### src/rtl/alu_issue_control_32.sv
// Purpose : initiator-side controller for alu_control_32. Accepts one MIPS
//           instruction per valid/ready handshake, decodes the main controls
//           and ALUop, runs the start/finish handshake, and returns a
//           registered control bundle with error flags.
// Ports   : instr_valid/instr/instr_ready  - instruction input handshake
//           ac_*                           - alu_control_32 start/finish side
//           ctrl_valid/ctrl_ready + bundle - control bundle to the sequencer
// Latency : finish during ISSUE gives ctrl_valid 2 cycles after the cycle
//           instr is offered. Each WAIT cycle adds 1.
module alu_issue_control_32 #(
  parameter int TIMEOUT_CYCLES = 16,
  parameter int CNT_W          = 8
) (
  input  logic       clk,
  input  logic       rst_n,
  input  logic       instr_valid,
  input  logic [31:0] instr,
  output logic       instr_ready,
  output logic       ac_start,
  output logic [5:0] ac_func,
  output logic [1:0] ac_alu_op,
  input  logic [3:0] ac_alu_control,
  input  logic       ac_err_func,
  input  logic       ac_err_alu_op,
  input  logic       ac_finish,
  output logic       ctrl_valid,
  input  logic       ctrl_ready,
  output logic       reg_dst,
  output logic       alu_src,
  output logic       mem_to_reg,
  output logic       reg_write,
  output logic       mem_read,
  output logic       mem_write,
  output logic       branch,
  output logic [3:0] alu_ctrl,
  output logic       err_illegal_opcode,
  output logic       err_illegal_func,
  output logic       err_illegal_alu_op,
  output logic       err_timeout
);

  typedef enum logic [1:0] {IDLE, ISSUE, WAIT, RESP} state_t;

  localparam logic [CNT_W-1:0] CNT_LAST = CNT_W'(TIMEOUT_CYCLES - 1);

  state_t           state;
  logic [CNT_W-1:0] cnt;
  logic [6:0]       lat_ctrl;   // decoded bits held for the transaction
  logic [6:0]       out_ctrl;   // bundle copy, zero unless a clean completion

  // Opcode decode; bit order {reg_dst, alu_src, mem_to_reg, reg_write,
  // mem_read, mem_write, branch}.
  logic [6:0] dec_ctrl;
  logic [1:0] dec_op;
  logic       dec_legal;

  always_comb begin
    dec_ctrl  = 7'b0;
    dec_op    = 2'b00;
    dec_legal = 1'b1;
    case (instr[31:26])
      6'b000000: begin dec_ctrl = 7'b1001000; dec_op = 2'b10; end
      6'b100011: begin dec_ctrl = 7'b0111100; dec_op = 2'b00; end
      6'b101011: begin dec_ctrl = 7'b0100010; dec_op = 2'b00; end
      6'b000100: begin dec_ctrl = 7'b0000001; dec_op = 2'b01; end
      6'b001000: begin dec_ctrl = 7'b0101000; dec_op = 2'b00; end
      default:   dec_legal = 1'b0;
    endcase
  end

  assign {reg_dst, alu_src, mem_to_reg, reg_write, mem_read, mem_write, branch} = out_ctrl;

  always_ff @(posedge clk or negedge rst_n) begin
    if (!rst_n) begin
      state              <= IDLE;
      cnt                <= '0;
      lat_ctrl           <= '0;
      out_ctrl           <= '0;
      instr_ready        <= 1'b1;
      ac_start           <= 1'b0;
      ac_func            <= '0;
      ac_alu_op          <= '0;
      ctrl_valid         <= 1'b0;
      alu_ctrl           <= '0;
      err_illegal_opcode <= 1'b0;
      err_illegal_func   <= 1'b0;
      err_illegal_alu_op <= 1'b0;
      err_timeout        <= 1'b0;
    end else begin
      case (state)
        IDLE: begin
          if (instr_valid) begin
            lat_ctrl    <= dec_ctrl;
            ac_func     <= instr[5:0];
            ac_alu_op   <= dec_op;
            instr_ready <= 1'b0;
            if (dec_legal) begin
              state    <= ISSUE;
              ac_start <= 1'b1;
            end else begin
              // Illegal opcode bypasses alu_control_32 entirely.
              state              <= RESP;
              ctrl_valid         <= 1'b1;
              err_illegal_opcode <= 1'b1;
            end
          end
        end
        ISSUE: begin
          ac_start <= 1'b0;
          cnt      <= '0;
          state    <= WAIT;   // overridden below on zero-wait finish
        end
        WAIT: begin
          if (cnt == CNT_LAST) begin
            // Overridden below if finish arrives in this same cycle.
            state       <= RESP;
            ctrl_valid  <= 1'b1;
            err_timeout <= 1'b1;
          end else begin
            cnt <= cnt + 1'b1;
          end
        end
        RESP: begin
          if (ctrl_ready) begin
            state              <= IDLE;
            instr_ready        <= 1'b1;
            ctrl_valid         <= 1'b0;
            out_ctrl           <= '0;
            alu_ctrl           <= '0;
            err_illegal_opcode <= 1'b0;
            err_illegal_func   <= 1'b0;
            err_illegal_alu_op <= 1'b0;
            err_timeout        <= 1'b0;
          end
        end
        default: state <= IDLE;
      endcase

      // Capture on finish; placed last so it wins over the timeout path.
      if (ac_finish && (state == ISSUE || state == WAIT)) begin
        state              <= RESP;
        ctrl_valid         <= 1'b1;
        err_timeout        <= 1'b0;
        alu_ctrl           <= ac_alu_control;
        err_illegal_func   <= ac_err_func;
        err_illegal_alu_op <= ac_err_alu_op;
        // A func/ALUop error turns the instruction into a no-op.
        out_ctrl           <= (ac_err_func || ac_err_alu_op) ? 7'b0 : lat_ctrl;
      end
    end
  end

endmodule

### config.mk
export PLATFORM = sky130hd
export DESIGN_NAME = alu_issue_control_32
export DESIGN_NICKNAME = d
export VERILOG_FILES = /design/src/rtl/alu_issue_control_32.sv
export SDC_FILE = /design/constraint.sdc
export NUM_CORES = 1
export LEC_CHECK = 0
export CORE_MARGIN = 2
export CORE_UTILIZATION = 44
export DETAILED_ROUTE_END_ITERATION = 12
export PLACE_DENSITY = 0.89
export SLEW_MARGIN = 20
export SYNTH_ARGS = -nofsm -noshare
export SYNTH_HDL_FRONTEND = slang
export SYNTH_SLANG_ARGS = --single-unit
### constraint.sdc
create_clock -name clk -period 1.9 [get_ports clk]
set_clock_uncertainty 0.05 [all_clocks]
set_input_delay 0.38 -clock clk [delete_from_list [all_inputs] [get_ports clk]]
set_output_delay 0.38 -clock clk [all_outputs]
set_load 0.005 [all_outputs]
==> summary.txt <==
Route
  – Drt drc: 0
  – DRT Wirelength: ~4000 um
  – Via/cell ratio: ~5.3
  – DRT antenna net count: 0
  – Drt wl/cell: between 10 and 15 um
  – Drt initial violations: 60
  – Vias: between 1500 and 2000
  – Router iterations before antenna repair: 4

Setup path
  – CP Launch Type: register
  – FF-to-FF path depth: 5
  – Reg2reg setup slack: between 0.2 and 0.25 ns
  – Slowest stage cell, crit path: dfstp_2
  – CP delay by family, top: flip-flops
  – CP Capture Type: primary output
  – Worst r2r dst: lat_ctrl[4]$_DFFE_PN0P_
  – Reg2Reg Launch Point: state[0]$_DFFE_PN0P_
  – Crit path DAT: 1.34 ns
  – CP Data Required Time: approximately 1.5 ns
  – Worst path bufs/invs: 1
  – Critical Path, Cell by Cell: clkdlybuf4s50_1
  – Critical path's largest stage delay: 0.54 ns
  – Kind of critical path: reg -> out
  – Worst-path fanout max: 3

Timing
  – Max-slew violations: 0
  – RSZ-0062 raised after global routing: false
  – Fin. Hold Viols: 0
  – F_max: approximately 570 MHz
  – Setup tns final: 0 ns
  – Worst slew pin tran: between 0.5 and 0.6 ns
  – Endpoints failing setup: 0
  – Crit share post-route: 0.930
  – Fin crit period: 1.77 ns
  – Max transition margin: 0.649
  – Min Hold Slack: 0.0900 ns

Floorplan
  – Row count: 23
  – Top Ports: slightly below 70
  – Die X: around 70 um
  – Placeable Area: 4060 um^2
  – Starting density of the core: 0.464
  – Die Ht: approximately 69 um
  – Die area: around 4800 um^2

Clock tree
  – Clock-pin transition on the worst setup and hold timing paths: roughly 0.070 ns
  – CTS tree: done
  – # Post-CTS Setup Buffers: 0
  – Clk root buf: clkbuf_8
  – CTS Buffer Depth: 2
  – CTS buffer count: 5
  – CTS Hold Bufs: 0
  – Clock sink count: 41
  – CTS H-tree depth: 2
  – Clock Latency Late Sink: between 0.2 and 0.3 ns

Final layout
  – Layout cells sized above 1: 0.161
  – Fin area: roughly 2600 um^2
  – Ant. Diodes: 0
  – Final #Nets: 285
  – Layout Area Growth over Synthesis: 40.3%

GRT
  – Vias in the first global route: about 1600
  – Grt total ovfl: 0
  – First-pass GRT wire length: between 7000 and 8000 um
  – Largest net degree at the start of global routing: 42
  – Initial antenna violation count: 0
  – Total track usage: 0.185

Synth
  – Synthesized net count: roughly 220
  – Mux contribution to synthesized area: 0.0637
  – Synth warn: 0
  – Synthesized cell area: 1880 um^2
  – Largest family of logic cells by synthesized area: compound AO/OA/AOI/OAI gates
  – Xor and xnor area share after synthesis: 0.0232
  – Avg Cell Area, Syn: roughly 11 um^2
  – Post-synthesis adder-cell area fraction: 0.0398
  – Cell count after synthesis: about 170
  – Post-synth EDFFs: 0
  – Cell variety after synth: 41
  – Register bit total from synthesis: 41
  – Simple-gate area share of the yosys netlist: 0.133
  – Ys async rst share: 1.00
  – Synth Area in Compound Gates: 0.165
  – Synth top cells by count: dfrtp_1, nand2_1, nor2_1
  – Primary FF master, synth: dfrtp_1
  – Synth area leader: dfrtp_1
  – Register area share after synthesis: 0.545
  – Synth top area cells: dfrtp_1, a22o_1, mux2_2, ha_1, nand2_1
  – Top-area cell type share of the netlist area: 0.531
  – Most frequent cell after synthesis: dfrtp_1

Pwr
  – Static Leak: 1.26 nW
  – Pwr Density: between 1000 and 1500 nW/um^2
  – Maximum vdd ir drop: between 0.6 and 0.7 mV

Outcome
  – Outcome: finished, final reports clean

Placement
  – Hpwl dp: slightly above 3000 um
  – Port bufs: between 40 and 50
  – RD Place Congestion: about 0.84
  – DP Area: roughly 2500 um^2

Worst hold path
  – Hold Crit Class: in -> async

Flow run
  – Max-cap viol count: 0
layout make-up:
| type | instances | area, um^2 |
|---|---|---|
| Inverter | 8 | 30.0 |
| Fill cell | 323 | 1410 |
| Clock inverter | 2 | 35.0 |
| Sequential cell | 41 | 1030 |
| Timing Repair Buffer | 66 | 611 |
| Multi-Input combinational cell | 114 | 810 |
| Tap cell | 50 | 62.6 |
| Clock buffer | 5 | 68.8 |
where the power goes:
part	total, mW	switching (mW)	leakage [nW]	internal [mW]
Combinational	1.53	0.693	0.673	0.833
Clock	0.656	0.275	0.0540	0.381
Sequential	1.27	0.143	0.535	1.12
Total	3.45	1.11	1.26	2.34
layout by cell type, fill, tap and decap left out, types with 2 or more instances in the layout:
cell,count
a21oi_1,4
o22a_1,2
clkdlybuf4s50_1,47
nand2_1,16
and3_1,3
o21ai_0,4
o31ai_1,2
mux2_2,7
xor2_1,3
o21ai_1,5
buf_4,18
clkbuf_8,5
nand3_1,3
ha_1,6
nor2_1,15
nor3_1,2
mux2i_1,3
and2_1,2
dfrtp_1,40
xnor2_1,2
a22o_1,12
inv_1,8
a21o_1,5
registers in the layout (all words and copies together) (netlist names):
| signal | count |
|---|---|
| cnt | 8 |
| err_timeout | 1 |
| instr_ready | 1 |
| ac_alu_op | 2 |
| ac_start | 1 |
| out_ctrl | 6 |
| ctrl_valid | 1 |
| err_illegal_opcode | 1 |
| err_illegal_func | 1 |
| lat_ctrl | 6 |
| alu_ctrl | 4 |
| err_illegal_alu_op | 1 |
| state | 2 |
| ac_func | 6 |
metal layers:
layer,GRT usage,share of wire,up-vias
li1,-,-,730
met1,0.226,0.44,726
met2,0.311,0.49,46
met3,0.0494,0.062,6
met4,0.0763,0.017,0
met5,0,0,-
worst max-delay path by stage:
stage | startpoint | to | slack (ns) | depth (start not counted)
after detailed placement | ac_finish | alu_ctrl[1]$_DFFE_PN0P_ | -0.19 | 4
after floorplan | state[0]$_DFFE_PN0P_ | out_ctrl[3]$_DFFE_PN0P_ | 0.21 | 7
after global routing | instr[28] | ctrl_valid$_DFFE_PN0P_ | 0.06 | 7
after CTS | instr_ready$_DFFE_PN1P_ | instr_ready | 0.12 | 1
after global placement | ac_finish | out_ctrl[0]$_DFFE_PN0P_ | -0.15 | 4
final | instr_ready$_DFFE_PN1P_ | instr_ready | 0.13 | 1
cells by family after synthesis:
logic type / after synthesis
compound gates: 42
xor+xnor: 5
fa+ha+maj: 6
buf+inv: 13
flops: 41
mux: 11
simple gates: 50
metrics by stage:
step	total power [mW]	std cells	worst slack [ns]	utilization
after floorplan	2.06	168	0.208	-
after global placement	2.72	279	-0.148	0.624
after detailed placement	2.79	279	-0.187	0.624
after CTS	3.48	286	0.121	0.650
after global routing	3.71	286	0.0642	0.652
final	3.45	286	0.133	0.652
timing repair:
action / in CTS / in global routing
pin swaps: 0 / 0
gates resized for setup: 1 / 1
gates cloned: 0 / 0
hold endpoints to repair: 0 / 0
endpoints found under the setup margin: 12 / 3
No activity file was read; power rests on OpenSTA's default activity.
